[config.mk]
export PLATFORM = sky130hd
export DESIGN_NAME = friscv_rv32i_control
export DESIGN_NICKNAME = d
export VERILOG_FILES = /design/src/rtl/friscv_rv32i_control.sv
export SDC_FILE = /design/constraint.sdc
export NUM_CORES = 1
export LEC_CHECK = 0
export ABC_AREA = 1
export ABC_CLOCK_PERIOD_IN_PS = 3830
export BUFFER_PORTS_ARGS = -buffer_cell sky130_fd_sc_hd__buf_2
export CAP_MARGIN = 0
export CORE_AREA = 2 2 153 155
export DETAILED_ROUTE_END_ITERATION = 10
export DIE_AREA = 0 0 155 157
export GPL_TIMING_DRIVEN = 0
export PLACE_DENSITY = 0.82
export REMOVE_ABC_BUFFERS = 1
export SLEW_MARGIN = 10
export SYNTH_ARGS = -nofsm -noshare
export SYNTH_HDL_FRONTEND = slang
export SYNTH_SLANG_ARGS = --single-unit
export TNS_END_PERCENT = 5
[constraint.sdc]
create_clock -name aclk -period 3.83 [get_ports aclk]
set_input_delay 0.1915 -clock aclk [delete_from_list [all_inputs] [get_ports aclk]]
set_output_delay 0.1915 -clock aclk [all_outputs]
set_load 0.01 [all_outputs]
[src/rtl/friscv_rv32i_control.sv]
// ============================================================================
// Module   : friscv_rv32i_control
// Brief    : RV32I sequencer: PC, fetch, control-flow execute, ALU dispatch.
//            Optional FRISCV_ILLEGAL_HALT_EN: halt on illegal instruction.
// Revision : 1.0
// ============================================================================
`default_nettype none

`ifndef ALU_INSTBUS_W
`define ALU_INSTBUS_W 69
`endif

module friscv_rv32i_control #(
  parameter int ADDRW     = 16,
  parameter int BOOT_ADDR = 0,
  parameter int XLEN      = 32
)(
  input  logic                      aclk,
  input  logic                      srst,
  output logic                      inst_en,
  output logic [ADDRW-1:0]          inst_addr,
  input  logic [XLEN-1:0]           inst_rdata,
  input  logic                      inst_ready,
  output logic                      alu_en,
  input  logic                      alu_ready,
  input  logic                      alu_empty,
  output logic [`ALU_INSTBUS_W-1:0] alu_instbus,
  output logic [4:0]                ctrl_rs1_addr,
  input  logic [XLEN-1:0]           ctrl_rs1_val,
  output logic [4:0]                ctrl_rs2_addr,
  input  logic [XLEN-1:0]           ctrl_rs2_val,
  output logic                      ctrl_rd_wr,
  output logic [4:0]                ctrl_rd_addr,
  output logic [XLEN-1:0]           ctrl_rd_val
);

  localparam logic [6:0] c_op_load   = 7'b0000011;
  localparam logic [6:0] c_op_store  = 7'b0100011;
  localparam logic [6:0] c_op_opimm  = 7'b0010011;
  localparam logic [6:0] c_op_op     = 7'b0110011;
  localparam logic [6:0] c_op_lui    = 7'b0110111;
  localparam logic [6:0] c_op_misc   = 7'b0001111;
  localparam logic [6:0] c_op_system = 7'b1110011;
  localparam logic [6:0] c_op_jal    = 7'b1101111;
  localparam logic [6:0] c_op_jalr   = 7'b1100111;
  localparam logic [6:0] c_op_branch = 7'b1100011;
  localparam logic [6:0] c_op_auipc  = 7'b0010111;
  localparam logic [6:0] c_op_nop    = 7'b0000000;

  typedef enum logic [1:0] {
    S_FETCH = 2'd0,
    S_EXEC  = 2'd1,
    S_HALT  = 2'd2
  } state_t;

  state_t            r_state;
  state_t            w_state_next;
  logic [XLEN-1:0]   r_pc;
  logic [XLEN-1:0]   w_pc_next;
  logic [31:0]       r_instr;
  logic              w_instr_load;

  logic [6:0]        w_opcode;
  logic [2:0]        w_funct3;
  logic              w_is_branch;
  logic              w_branch_ok;
  logic              w_alu_cls;
  logic              w_ctrl_cls;
  logic              w_illegal;
  logic              w_taken;
  logic              inst_error;

  logic signed [31:0] w_imm_i32;
  logic signed [31:0] w_imm_b32;
  logic signed [31:0] w_imm_j32;
  logic [XLEN-1:0]   w_imm_i;
  logic [XLEN-1:0]   w_imm_b;
  logic [XLEN-1:0]   w_imm_j;
  logic [XLEN-1:0]   w_imm_u;
  logic [XLEN-1:0]   w_pc_plus4;
  logic [XLEN-1:0]   w_jalr_sum;
  logic [XLEN-1:0]   w_ctrl_pc;

  assign w_opcode      = r_instr[6:0];
  assign w_funct3      = r_instr[14:12];
  assign ctrl_rs1_addr = r_instr[19:15];
  assign ctrl_rs2_addr = r_instr[24:20];
  assign ctrl_rd_addr  = r_instr[11:7];
  assign inst_addr     = r_pc[ADDRW-1:0];

  // The instruction register only changes in FETCH, so the bus is stable
  // for as long as the ALU back-pressures.
  assign alu_instbus = {r_instr[31:12], r_instr[31:20], r_instr[19:15],
                        r_instr[11:7], r_instr[24:20], r_instr[19:15],
                        r_instr[31:25], r_instr[14:12], r_instr[6:0]};

  assign w_is_branch = (w_opcode == c_op_branch);
  assign w_branch_ok = w_is_branch && (w_funct3 != 3'b010) && (w_funct3 != 3'b011);
  assign w_alu_cls   = (w_opcode == c_op_load)  || (w_opcode == c_op_store) ||
                       (w_opcode == c_op_opimm) || (w_opcode == c_op_op)    ||
                       (w_opcode == c_op_lui)   || (w_opcode == c_op_misc)  ||
                       (w_opcode == c_op_system);
  assign w_ctrl_cls  = (w_opcode == c_op_jal) || (w_opcode == c_op_jalr) ||
                       (w_opcode == c_op_auipc) || w_branch_ok;
  assign w_illegal   = !(w_alu_cls || w_ctrl_cls || (w_opcode == c_op_nop));
  assign inst_error  = (r_state == S_EXEC) && w_illegal;

  assign w_imm_i32 = {{20{r_instr[31]}}, r_instr[31:20]};
  assign w_imm_b32 = {{19{r_instr[31]}}, r_instr[31], r_instr[7],
                      r_instr[30:25], r_instr[11:8], 1'b0};
  assign w_imm_j32 = {{11{r_instr[31]}}, r_instr[31], r_instr[19:12],
                      r_instr[20], r_instr[30:21], 1'b0};
  assign w_imm_i   = XLEN'(w_imm_i32);
  assign w_imm_b   = XLEN'(w_imm_b32);
  assign w_imm_j   = XLEN'(w_imm_j32);
  assign w_imm_u   = XLEN'($signed({r_instr[31:12], 12'b0}));

  assign w_pc_plus4 = r_pc + XLEN'(4);
  assign w_jalr_sum = ctrl_rs1_val + w_imm_i;

  always_comb begin
    w_taken = 1'b0;
    case (w_funct3)
      3'b000:  w_taken = (ctrl_rs1_val == ctrl_rs2_val);
      3'b001:  w_taken = (ctrl_rs1_val != ctrl_rs2_val);
      3'b100:  w_taken = ($signed(ctrl_rs1_val) <  $signed(ctrl_rs2_val));
      3'b101:  w_taken = ($signed(ctrl_rs1_val) >= $signed(ctrl_rs2_val));
      3'b110:  w_taken = (ctrl_rs1_val <  ctrl_rs2_val);
      3'b111:  w_taken = (ctrl_rs1_val >= ctrl_rs2_val);
      default: w_taken = 1'b0;
    endcase
  end

  always_comb begin
    w_ctrl_pc   = w_pc_plus4;
    ctrl_rd_val = w_pc_plus4;
    case (w_opcode)
      c_op_auipc: ctrl_rd_val = r_pc + w_imm_u;
      c_op_jal:   w_ctrl_pc   = r_pc + w_imm_j;
      c_op_jalr:  w_ctrl_pc   = {w_jalr_sum[XLEN-1:1], 1'b0};
      c_op_branch: if (w_taken) w_ctrl_pc = r_pc + w_imm_b;
      default: ;
    endcase
  end

  always_comb begin
    w_state_next = r_state;
    w_pc_next    = r_pc;
    w_instr_load = 1'b0;
    inst_en      = 1'b0;
    alu_en       = 1'b0;
    ctrl_rd_wr   = 1'b0;
    case (r_state)
      S_FETCH: begin
        inst_en = 1'b1;
        if (inst_ready) begin
          w_instr_load = 1'b1;
          w_state_next = S_EXEC;
        end
      end
      S_EXEC: begin
        if (w_alu_cls) begin
          alu_en = 1'b1;
          if (alu_ready) begin
            w_pc_next    = w_pc_plus4;
            w_state_next = S_FETCH;
          end
        end else if (w_ctrl_cls) begin
          // Wait for the ALU to drain so rs1/rs2 reflect retired results.
          if (alu_empty) begin
            ctrl_rd_wr   = !w_is_branch;
            w_pc_next    = w_ctrl_pc;
            w_state_next = S_FETCH;
          end
        end else if (!w_illegal) begin
          w_pc_next    = w_pc_plus4;
          w_state_next = S_FETCH;
        end else begin
`ifdef FRISCV_ILLEGAL_HALT_EN
          w_state_next = S_HALT;
`else
          w_pc_next    = w_pc_plus4;
          w_state_next = S_FETCH;
`endif
        end
      end
      S_HALT:  ;
      default: w_state_next = S_FETCH;
    endcase
    if (srst) begin
      inst_en    = 1'b0;
      alu_en     = 1'b0;
      ctrl_rd_wr = 1'b0;
    end
  end

  always_ff @(posedge aclk) begin
    if (srst) begin
      r_state <= S_FETCH;
    end else begin
      r_state <= w_state_next;
    end
  end

  always_ff @(posedge aclk) begin
    if (srst) begin
      r_pc    <= XLEN'(BOOT_ADDR);
      r_instr <= 32'h0;
    end else begin
      r_pc <= w_pc_next;
      if (w_instr_load) r_instr <= inst_rdata[31:0];
    end
  end

endmodule

`default_nettype wire

Yosys cells after proc, flatten, opt, wreduce, memory -nomap -nowiden

Index checks and enable logic that the tools add are counted.

Bits in registers: 66
Latch bits: 0
RAM bits: 0
Memory bits (read-only): 0
Input bits: 101
Output and inout port bits: 135
Logic and storage cells: 82
Memories kept: 0

Add/sub/neg operators: 5
Multipliers: 0
Divide/modulo/power cells: 0
Order comparisons: 4
Equality and inequality tests: 27
Shift operators: 0
Multiplexer cells: 26
Bitwise operators: 1
Reductions and logical operators: 16

Operator list:

| operator                                             | number |
|---|---|
| 2-to-1 mux 32 bit                                    | 6 |
| adder 32 bit                                         | 4 |
| case mux 32 bit (3 select lines)                     | 1 |
| >= comparator 32 bit                                 | 2 |
| less-than comparator 32 bit                          | 2 |
| adder 32 x 3 -> 32 bit (second input constant)       | 1 |
| equality test 32 bit                                 | 1 |
| != test 32 bit                                       | 1 |
| equality test 7 bit (second input constant)          | 4 |
| equality test 7 x 6 -> 1 bit (second input constant) | 3 |
| equality test 7 x 5 -> 1 bit (second input constant) | 2 |
| equality test 3 bit (second input constant)          | 4 |
| 2-to-1 mux 1 bit                                     | 12 |
| 2-to-1 mux 2 bit                                     | 5 |
| logical OR 1 bit                                     | 9 |
| equality test 7 x 2 -> 1 bit (second input constant) | 1 |
| equality test 7 x 4 -> 1 bit (second input constant) | 1 |
| != test 3 x 2 -> 1 bit (second input constant)       | 2 |
| != test 3 bit (second input constant)                | 2 |
| case mux 1 bit (6 select lines)                      | 1 |
| case mux 2 bit (3 select lines)                      | 1 |
| != test 2 bit (second input constant)                | 2 |
| != test 4 bit (second input constant)                | 1 |
| AND reduction 4 bit                                  | 1 |
| other kinds (9)                                      | 10 |

Depth between registers and ports, before layout

Gate-level depths: netlist of the first run.

Word-level depth: 10
Gate-level depth with buffers: 25

Worst setup path after synthesis of the first run

OpenSTA, ideal clock, no wires.

Path type: register -> register
From: register r_instr[31]
To: register r_pc[25]
Library setup time: 0.117 ns
Data arrival time: 3.012 ns
Setup slack: 0.701 ns
Stages on the path, launching flop included: 16
Path buffers: 0
Clock period less this slack: 3.129 ns
Cells stage by stage: dfxtp_1 ha_1 a21oi_1 o21ai_0 o21bai_1 a21oi_1 o21ai_1 nand2_1 nand2_1 nand2_1 nand2_1 or2_0 nand3_1 nand2_1 nor2_1 nor2_1

Word-level cells in the longest chain between the ends: 6
Elaborated cells on any way between the ends: 8
Those cells by class: add/sub: 3; mux: 5

RTL lines:

| what                                 | RTL line | source |
|---|---|---|
| from (decl)                          | 60       | `logic [31:0] r_instr;` |
| from (signal assigned)               | 211      | `if (w_instr_load) r_instr <= inst_rdata[31:0];` |
| adder 32 bit                         | 141      | `c_op_branch: if (w_taken) w_ctrl_pc = r_pc + w_imm_b;` |
| 2-to-1 mux 32 bit                    | 141      |  |
| case mux 32 bit (3 select lines) (*) | 137      | `case (w_opcode)` |
| 2-to-1 mux 32 bit (*)                | 170      | `if (alu_empty) begin` |
| 2-to-1 mux 32 bit (*)                | 168      | `end else if (w_ctrl_cls) begin` |
| 2-to-1 mux 32 bit (*)                | 162      | `if (w_alu_cls) begin` |
| to (signal assigned)                 | 207      | `r_pc <= XLEN'(BOOT_ADDR);` |
| to (signal assigned)                 | 210      | `r_pc <= w_pc_next;` |
| to (decl)                            | 58       | `logic [XLEN-1:0] r_pc;` |

Every way passes the cells marked *; elsewhere a longest branch is shown, timed or not. The select of a mux whose other input is x is not followed.
A chain may end at the register's enable or synchronous reset.

Worst setup path after layout of the first run

From: register r_pc[17]
To: output ctrl_rd_val[28]

Word-level cells in the longest chain between the ends: 2
Elaborated cells on any way between the ends: 3
Those cells by class: add/sub: 2; mux: 1

RTL lines:

| what                                                   | RTL line | source |
|---|---|---|
| adder 32 x 3 -> 32 bit or adder 32 bit (tied branches) | 118, 138 |  |
| 2-to-1 mux 32 bit (*)                                  | 137      |  |
| to (decl)                                              | 34       | `output logic [XLEN-1:0] ctrl_rd_val` |

Every way passes the cells marked *; elsewhere a longest branch is shown, timed or not.

==> results of run 1 <==
-- final timing paths --
check / start / to / slack [ns] / cells past startpoint
worst max-delay path: r_pc[17] / ctrl_rd_val[28] / 0.14 / 13
worst min-delay path: inst_rdata[31] / r_instr[31] / 0.06 / 3
worst max register to register: r_instr[1] / r_pc[17] / 0.22 / 15
worst min register to register: r_instr[2] / r_instr[2] / 0.56 / 2
-- metal layers --
metal  global-route usage [%]  wire, um  vias up
li1                         -         -     6572
met1                    46.51     18710     6202
met2                    55.94     19360      743
met3                    4.956      4323      124
met4                    14.20      2043        0
met5                        0         0        -
-- flip-flops by register name (all words and copies together) (netlist names) --
name	count
r_instr	32
r_state	1
r_pc	31
-- cell type report --
| class | instances | area share [%] |
|---|---|---|
| clock buffer | 10 | 1.910 |
| multi-input combinational | 1496 | 66.93 |
| tap | 285 | 2.851 |
| timing repair inverter | 1 | 0.04001 |
| clock inverter | 6 | 0.9202 |
| timing repair buffer | 246 | 10.44 |
| inverter | 219 | 6.631 |
| sequential | 64 | 10.27 |
-- worst max-delay path: cells and delay by family, from the launching register on --
kind / cells / cell delay [ns]
compound gates: 7 / 1.53
fa+ha+maj: 1 / 0.38
buf+inv: 2 / 0.25
flops: 1 / 0.53
simple gates: 3 / 0.46
-- layout by cell type, fill, tap and decap left out, types with 9 or more instances in the layout --
master	Yosys	layout
nand4_1	33	33
nand3_1	98	98
buf_2	10	235
o21ai_0	167	167
a21oi_1	205	205
ha_1	117	116
a21o_1	18	18
or2_2	17	17
clkbuf_16	0	9
o21bai_1	10	10
xor2_1	48	48
o21ai_1	18	18
xnor2_1	17	17
nor2_1	197	192
nand2_1	418	418
inv_1	210	207
nor4_1	16	15
dfxtp_1	64	61
nor3_1	20	20
a31oi_1	9	9
-- what timing repair did --
| item | in CTS | in global routing |
|---|---|---|
| resized for setup | 7 | 4 |
| pin swaps | 1 | 2 |
| setup endpoints to repair | 33 | 16 |
| cloned | 2 | 1 |
| setup buffers | 0 | 4 |
-- kinds of logic (layout without fill, tap and decap cells) --
logic type,Yosys count,after routing,synth area share (%)
xor+xnor,65,65,5.117
compound gates,467,467,22.75
simple gates,834,836,32.44
mux,5,5,0.4499
other cells,1,2,0.03371
fa+ha+maj,121,121,13.88
buf+inv,332,482,13.81
flops,64,64,11.52
-- through the flow --
stage / instances / instance area, sq um / hold slack [ns] / util, %
after floorplan: 1777 / 10410 / 0.2606 / -
after detailed placement: 2304 / 12070 / 0.4174 / 53.62
final: 2327 / 12510 / 0.06087 / 55.59
after CTS: 2322 / 12470 / 0.06120 / 55.40
after global placement: 2295 / 11940 / 0.4106 / 53.04
after global routing: 2327 / 12510 / 0.07193 / 55.59
-- power by group --
group	total [mW]	internal [mW]	switching (mW)
clock	1.02	0.658	0.362
sequential	0.803	0.708	0.0954
combinational	1.15	0.415	0.736
total	2.97	1.78	1.19
==> out/metrics.cfg, run 1 <==
[floorplanning]
rows = 55
floorplan.initialDensity_pct = 49.44
io_pins = 236
dieArea_sq_mm = 0.02434
die_width_um = 155
coreArea_sq_mm = 0.02250
die_h_um = 157

[min_path]
hp-class = in -> reg

[worst_setup_path]
cp.arrival_ns = 3.50
path_max_fanout = 7
slowest_stage = dfxtp_1
crit_required_ns = 3.64
path_cells = ha_1 > nand2_1 > inv_1 > a21boi_2 > o21ai_1 > a21oi_2 > o21ai_2 > a31oi_1 > o21ai_0 > or2_1 > nand3_1 > o21ai_0 > buf_2
critPathKind = reg -> out
cp-end-kind = primary output
cp_common_cell = o21ai_0
cp-start-kind = flip-flop
max_stage_delay_ns = 0.53

[pwr]
p_total_mw = 2.974
power.density_mw_per_mm2 = 237.8
p_leak_nw = 6.474
ir_drop_v = 0.0002628

[timing]
rsz0062_at_grt = no
min_period_ns = 3.690
maxSlewHeadroom_pct = 21.82
setup_slack_ns = 0.1404
worst_slew_pin_slew_ns = 1.171
skew_ns = 0.007220
max_freq_mhz = 271.0
tns_ns = 0
min_period_over_period_pct = 96.33
final_hold_viol_count = 0
setup_viol = 0
slew_viol_final = 0

[detailed_routing]
num_vias = 13640
drc = 0
ant_nets = 0
routed_wl_mm = 44.44
drt_iter0_drc = 1397
via_per_inst = 5.862
wl_per_cell_um = 19.10
first_pass_iters = 6

[synthesis]
synth.top_cells.by_area = nand2_1 14%, ha_1 13%, dfxtp_1 12%, a21oi_1 9.2%, o21ai_0 7.5%
synth_flop_cell = dfxtp_1
synth_area_sq_mm = 0.01112
netlist.area_leader.share_pct = 14.10
postSynthAreaPerCell_sq_um = 5.889
synthArstFlopShare_pct = 0
synth.distinct_cells = 58
ys_top_cells_by_count = 418 x nand2_1, 210 x inv_1, 205 x a21oi_1
ys_warn_count = 0
yosysTopAreaCell = nand2_1
ys_seq_area_share_pct = 11.52
synth-seq-cells = 64
synthCells = 1889
synth_most_common_cell = nand2_1
synth-edff-count = 0

[clocking]
htreeDepth = 3
clk-insertion-delay-late_ns = 0.35
clk_path_buf_depth = 2
cts_buffers = 9
cts.sinks = 64
cts_tree = done
cts_root_buffer = clkbuf_16
postCtsHoldBufs = 0
clk_pin_slew_ns = 0.06

[layout]
synthToLayoutAreaGrowth_pct = 12.45
nets = 2259
multiInputGateArea_sq_mm = 0.008373
antennaDiodeCount = 0
fillCellCount = 2346
drive_gt1_share_pct = 16.06
register_area_sq_mm = 0.001285

[global_routing]
first_global_vias = 12170
grt_max_degree = 48
grt_remaining_overflow = 0
gr-usage-all-layers_pct = 34.68
grt_pass1_wl_mm = 65.74
antenna_found_initial = 0

[place]
place_ws_ns = -1.277
hpwl_mm = 35.04
gp_congestion = 1.009
io_buffers = 233

[flow_run]
cap_violations = 0

[outcome]
status = completed

Note: power is estimated with default switching activity, not from simulation.
==> run 2, diff against run 1 <==
--- a/config.mk
+++ b/config.mk
@@ -12,7 +12,6 @@
 export CORE_AREA = 2 2 153 155
 export DETAILED_ROUTE_END_ITERATION = 10
 export DIE_AREA = 0 0 155 157
-export GPL_TIMING_DRIVEN = 0
 export PLACE_DENSITY = 0.82
 export REMOVE_ABC_BUFFERS = 1
 export SLEW_MARGIN = 10
==> run 2 against run 1 <==
Effect of this change: wire length grew 4.1%; clock-buffer cell count is the same; hold slack gained 0.0029 ns; sequential share of layout area is essentially flat; die area is the same; fmax grew 0.42%; clock skew grew 0.0046 ns; via count grew 1.0%; largest cell class unchanged; largest power group unchanged.
==> out/metrics.cfg, run 2 (synthesis gave the netlist of run 1 again) <==
[layout]
largest_reg_flops = 32
final_common_cell = nand2_1
fin_util_pct = 55.45
layout_common_cells = 418 x nand2_1, 233 x buf_2, 210 x inv_1, 205 x a21oi_1, 196 x nor2_1
top_register = r_instr
nets = 2273
fin_cells = 2341
antennaDiodeCount = 0
drive_gt1_share_pct = 16.15
synthToLayoutAreaGrowth_pct = 12.17
final_area_sq_mm = 0.01248
reg_top3 = r_instr x32, r_pc x31, r_state x1

[clocking]
cts_root_buffer = clkbuf_16
htreeDepth = 3
cts.sinks = 64
postCtsHoldBufs = 0
cts_buffers = 9
clk-insertion-delay-late_ns = 0.36
cts_tree = done
cts_setup_buffers = 0
cts_resized = 0
clk_pin_slew_ns = 0.06
clk_path_buf_depth = 2

[pwr]
p_leak_nw = 6.503
p_total_mw = 2.873
power.density_mw_per_mm2 = 230.2
ir_drop_v = 0.0002175

[global_routing]
grt_remaining_overflow = 0
top_usage_layer = met2
first_global_vias = 12740
met2_usage_pct = 56.55
antenna_found_initial = 2
grt_max_degree = 36
gr-usage-all-layers_pct = 37.00
grt_pass1_wl_mm = 69.59
use_met1_pct = 48.56
use_met3_pct = 8.287

[worst_setup_path]
cp-end-kind = primary output
path_max_fanout = 7
crit_required_ns = 3.64
cp.arrival_ns = 3.48
crit_path_start = r_pc[14]
critPathKind = reg -> out
rr_startpoint = r_instr[2]
cp-start-kind = flip-flop

[detailed_routing]
num_vias = 13780
drc = 0
routed_wl_mm = 46.24
ant_nets = 0
drt_iter0_drc = 1497
wl_per_cell_um = 19.75
via_per_inst = 5.887
first_pass_iters = 7

[place]
place_ws_ns = 0.6427
io_buffers = 233
dp.cells = 2325
gp_congestion = 1.088
place_area_sq_mm = 0.01217
hpwl_mm = 37.14

[floorplanning]
die_h_um = 157
die_width_um = 155
rows = 55
io_pins = 236
dieArea_sq_mm = 0.02434
coreArea_sq_mm = 0.02250
floorplan.initialDensity_pct = 49.44

[timing]
min_period_ns = 3.674
max_freq_mhz = 272.2
final_hold_viol_count = 0
setup_slack_ns = 0.1559
fin_hold_ws_ns = 0.06374
maxSlewHeadroom_pct = 43.72
tns_ns = 0
setup_viol = 0
worst_slew_pin_slew_ns = 0.8373
slew_viol_final = 0
min_period_over_period_pct = 95.93
skew_ns = 0.01177
rsz0062_at_grt = no

[min_path]
hold_start = inst_rdata[3]
hp-class = in -> reg

[flow_run]
cap_violations = 0

[outcome]
status = completed

## run 2: changes by cell type in the layout (fill, tap and decap cells not counted), sizes merged
cell      before  now
buf          246  263
inv          216  218
clkinvlp       4    2
clkinv         3    4
bufinv         3    1
nor2         206  205
nand3        102  101
## run 2: area by class of cell
class	count	area, sq um
clock inverters	6	67.56
fillers	2273	10020
repair buffers	263	1391
multi-input cells	1494	8319
well taps	285	356.6
clock buffers	10	239.0
flip-flops and latches	64	1282
inverters	219	822.0
## run 2: worst paths after layout
kind	end	slack, ns	depth (start not counted)
max	ctrl_rd_val[28]	0.16	13
min	r_instr[3]	0.06	3
max reg2reg	r_pc[19]	0.50	12
min reg2reg	r_instr[2]	0.55	2
## run 2: power by group
part | switching [mW] | internal, mW
sequential | 0.0886 | 0.708
combinational | 0.764 | 0.420
clock | 0.368 | 0.525
## run 2: worst max-delay path: stages, from the launching register on
cell and delay [ns]:
dfxtp_1 0.41, ha_1 0.47, nand2_1 0.16, nor2_1 0.45, inv_1 0.12, o21ai_1 0.27
a21oi_2 0.15, o21ai_2 0.22, a31oi_1 0.14, o21ai_0 0.22, or2_1 0.13, nand3_1 0.05
o21ai_0 0.14, buf_2 0.20
## run 2: routing by layer
metal	vias to the layer above	share of wire, %
met4	2	5.8
met5	-	0.028
met3	173	12
li1	6584	-
met2	920	42
met1	6103	40
==> run 3, diff against run 2 <==
--- a/config.mk
+++ b/config.mk
@@ -12,6 +12,7 @@
 export CORE_AREA = 2 2 153 155
 export DETAILED_ROUTE_END_ITERATION = 10
 export DIE_AREA = 0 0 155 157
+export MAX_ROUTING_LAYER = met4
 export PLACE_DENSITY = 0.82
 export REMOVE_ABC_BUFFERS = 1
 export SLEW_MARGIN = 10
==> run 3 against run 2 <==
Effect of this change: clock-buffer cell count stayed put; sequential power hardly changed; critical endpoint is now ctrl_rd_val[27]; clock skew is 0.0041 ns lower; final cell count is 0.13% higher; global-route usage is 0.72 points higher.
==> out/metrics.cfg, run 3 (synthesis gave the netlist of run 1 again) <==
[detailed_routing]
drc = 0
routed_wl_mm = 46.21
via_per_inst = 5.825
num_vias = 13650
ant_nets = 0
wl_per_cell_um = 19.71
drt_iter0_drc = 1713
first_pass_iters = 7

[timing]
final_hold_viol_count = 0
setup_viol = 0
maxSlewHeadroom_pct = 21.74
rsz0062_at_grt = no
slew_viol_final = 0
max_freq_mhz = 266.4
min_period_ns = 3.754
worst_slew_pin_slew_ns = 1.170
setup_slack_ns = 0.07638
skew_ns = 0.007707
min_period_over_period_pct = 98.01

[floorplanning]
coreArea_sq_mm = 0.02250
die_h_um = 157
floorplan.initialDensity_pct = 49.44
die_width_um = 155
rows = 55
io_pins = 236
dieArea_sq_mm = 0.02434

[clocking]
clk_path_buf_depth = 2
cts_buffers = 9
htreeDepth = 3
clk-insertion-delay-late_ns = 0.36
cts_resized = 0
cts_tree = done
cts_setup_buffers = 0
postCtsHoldBufs = 0
clk_pin_slew_ns = 0.06
cts_root_buffer = clkbuf_16
cts.sinks = 64

[worst_setup_path]
cp-start-kind = flip-flop
critPathKind = reg -> out
cp.arrival_ns = 3.56
path_max_fanout = 7
cp-end-kind = primary output
crit_required_ns = 3.64

[pwr]
ir_drop_v = 0.0002451
p_leak_nw = 6.529
power.density_mw_per_mm2 = 230.0

[layout]
layout_common_cells = 418 x nand2_1, 233 x buf_2, 210 x inv_1, 205 x a21oi_1, 196 x nor2_1
final_common_cell = nand2_1
final_area_sq_mm = 0.01251
nets = 2276
synthToLayoutAreaGrowth_pct = 12.48
fillCellCount = 2293
largest_reg_flops = 32
reg_top3 = r_instr x32, r_pc x31, r_state x1
antennaDiodeCount = 0
drive_gt1_share_pct = 16.42
top_register = r_instr

[min_path]
hp-class = in -> reg

[global_routing]
grt_remaining_overflow = 0
first_global_vias = 12280
gr-usage-all-layers_pct = 37.72
grt_max_degree = 36
grt_pass1_wl_mm = 68.77
antenna_found_initial = 0

[outcome]
status = completed

[place]
hpwl_mm = 37.22
place_area_sq_mm = 0.01219
io_buffers = 233
place_ws_ns = 0.4990
gp_congestion = 1.087

[flow_run]
cap_violations = 0

run 3: cell types whose count changed in the layout (fill, tap and decap cells not counted):
cell and change:
dfxtp_2 +2, ha_2 +1, dfxtp_1 -2, buf_4 +3
a21boi_4 +1, ha_1 -1, a21boi_2 -1
run 3: path summary, 6_finish.rpt:
path,start,end,slack (ns),depth (start not counted)
setup / recovery,r_instr[14],ctrl_rd_val[27],0.08,13
hold / removal,inst_rdata[3],r_instr[3],0.06,3
setup reg to reg,r_instr[13],r_pc[13],0.50,9
hold reg to reg,r_instr[2],r_instr[2],0.53,2
run 3: final cells by class:
class,count,area [sq um],area share (%)
Multi-Input combinational cell,1494,8329,66.56
Timing Repair Buffer,266,1414,11.30
Sequential cell,64,1285,10.27
Inverter,219,822.0,6.569
Tap cell,285,356.6,2.850
Clock buffer,10,239.0,1.910
Clock inverter,6,67.56,0.5399
run 3: power by group:
group	switching (mW)	internal, mW
Sequential	0.0865	0.708
Clock	0.365	0.524
Combinational	0.771	0.424
run 3: worst max-delay path, stage by stage (launching register included):
cell and delay, ns:
dfxtp_1 0.41, ha_2 0.48, nand2_1 0.11, o21ai_0 0.34, a21oi_1 0.22, o21ai_1 0.33, a31oi_1 0.19, o21ai_1 0.25
a21oi_1 0.11, or2_2 0.28, nand2_1 0.06, nand2_1 0.05, o21ai_0 0.17, buf_2 0.20
run 3: per-stage QoR:
| step | power (mW) | TNS [ns] | util, % | instances | hold WS, ns |
|---|---|---|---|---|---|
| 2_1_floorplan | 1.520 | -119.31 | - | 1777 | 0.2606 |
| 3_3_place_gp | 1.955 | 0 | 54.19 | 2328 | 0.4105 |
| 3_5_place_dp | 1.961 | 0 | 54.19 | 2328 | 0.4189 |
| 4_1_cts | 2.842 | 0 | 55.55 | 2344 | 0.05266 |
| 5_1_grt | 3.029 | 0 | 55.61 | 2344 | 0.07115 |
| 6_report | 2.878 | 0 | 55.61 | 2344 | 0.05840 |
run 3: routing by layer:
layer / wire length, um / part of all wire, % / GRT usage, %
met1: 18900 / 41 / 48.08
met2: 19590 / 42 / 56.53
met3: 5422 / 12 / 8.838
met4: 2294 / 5.0 / 17.46
met5: 0 / 0 / -
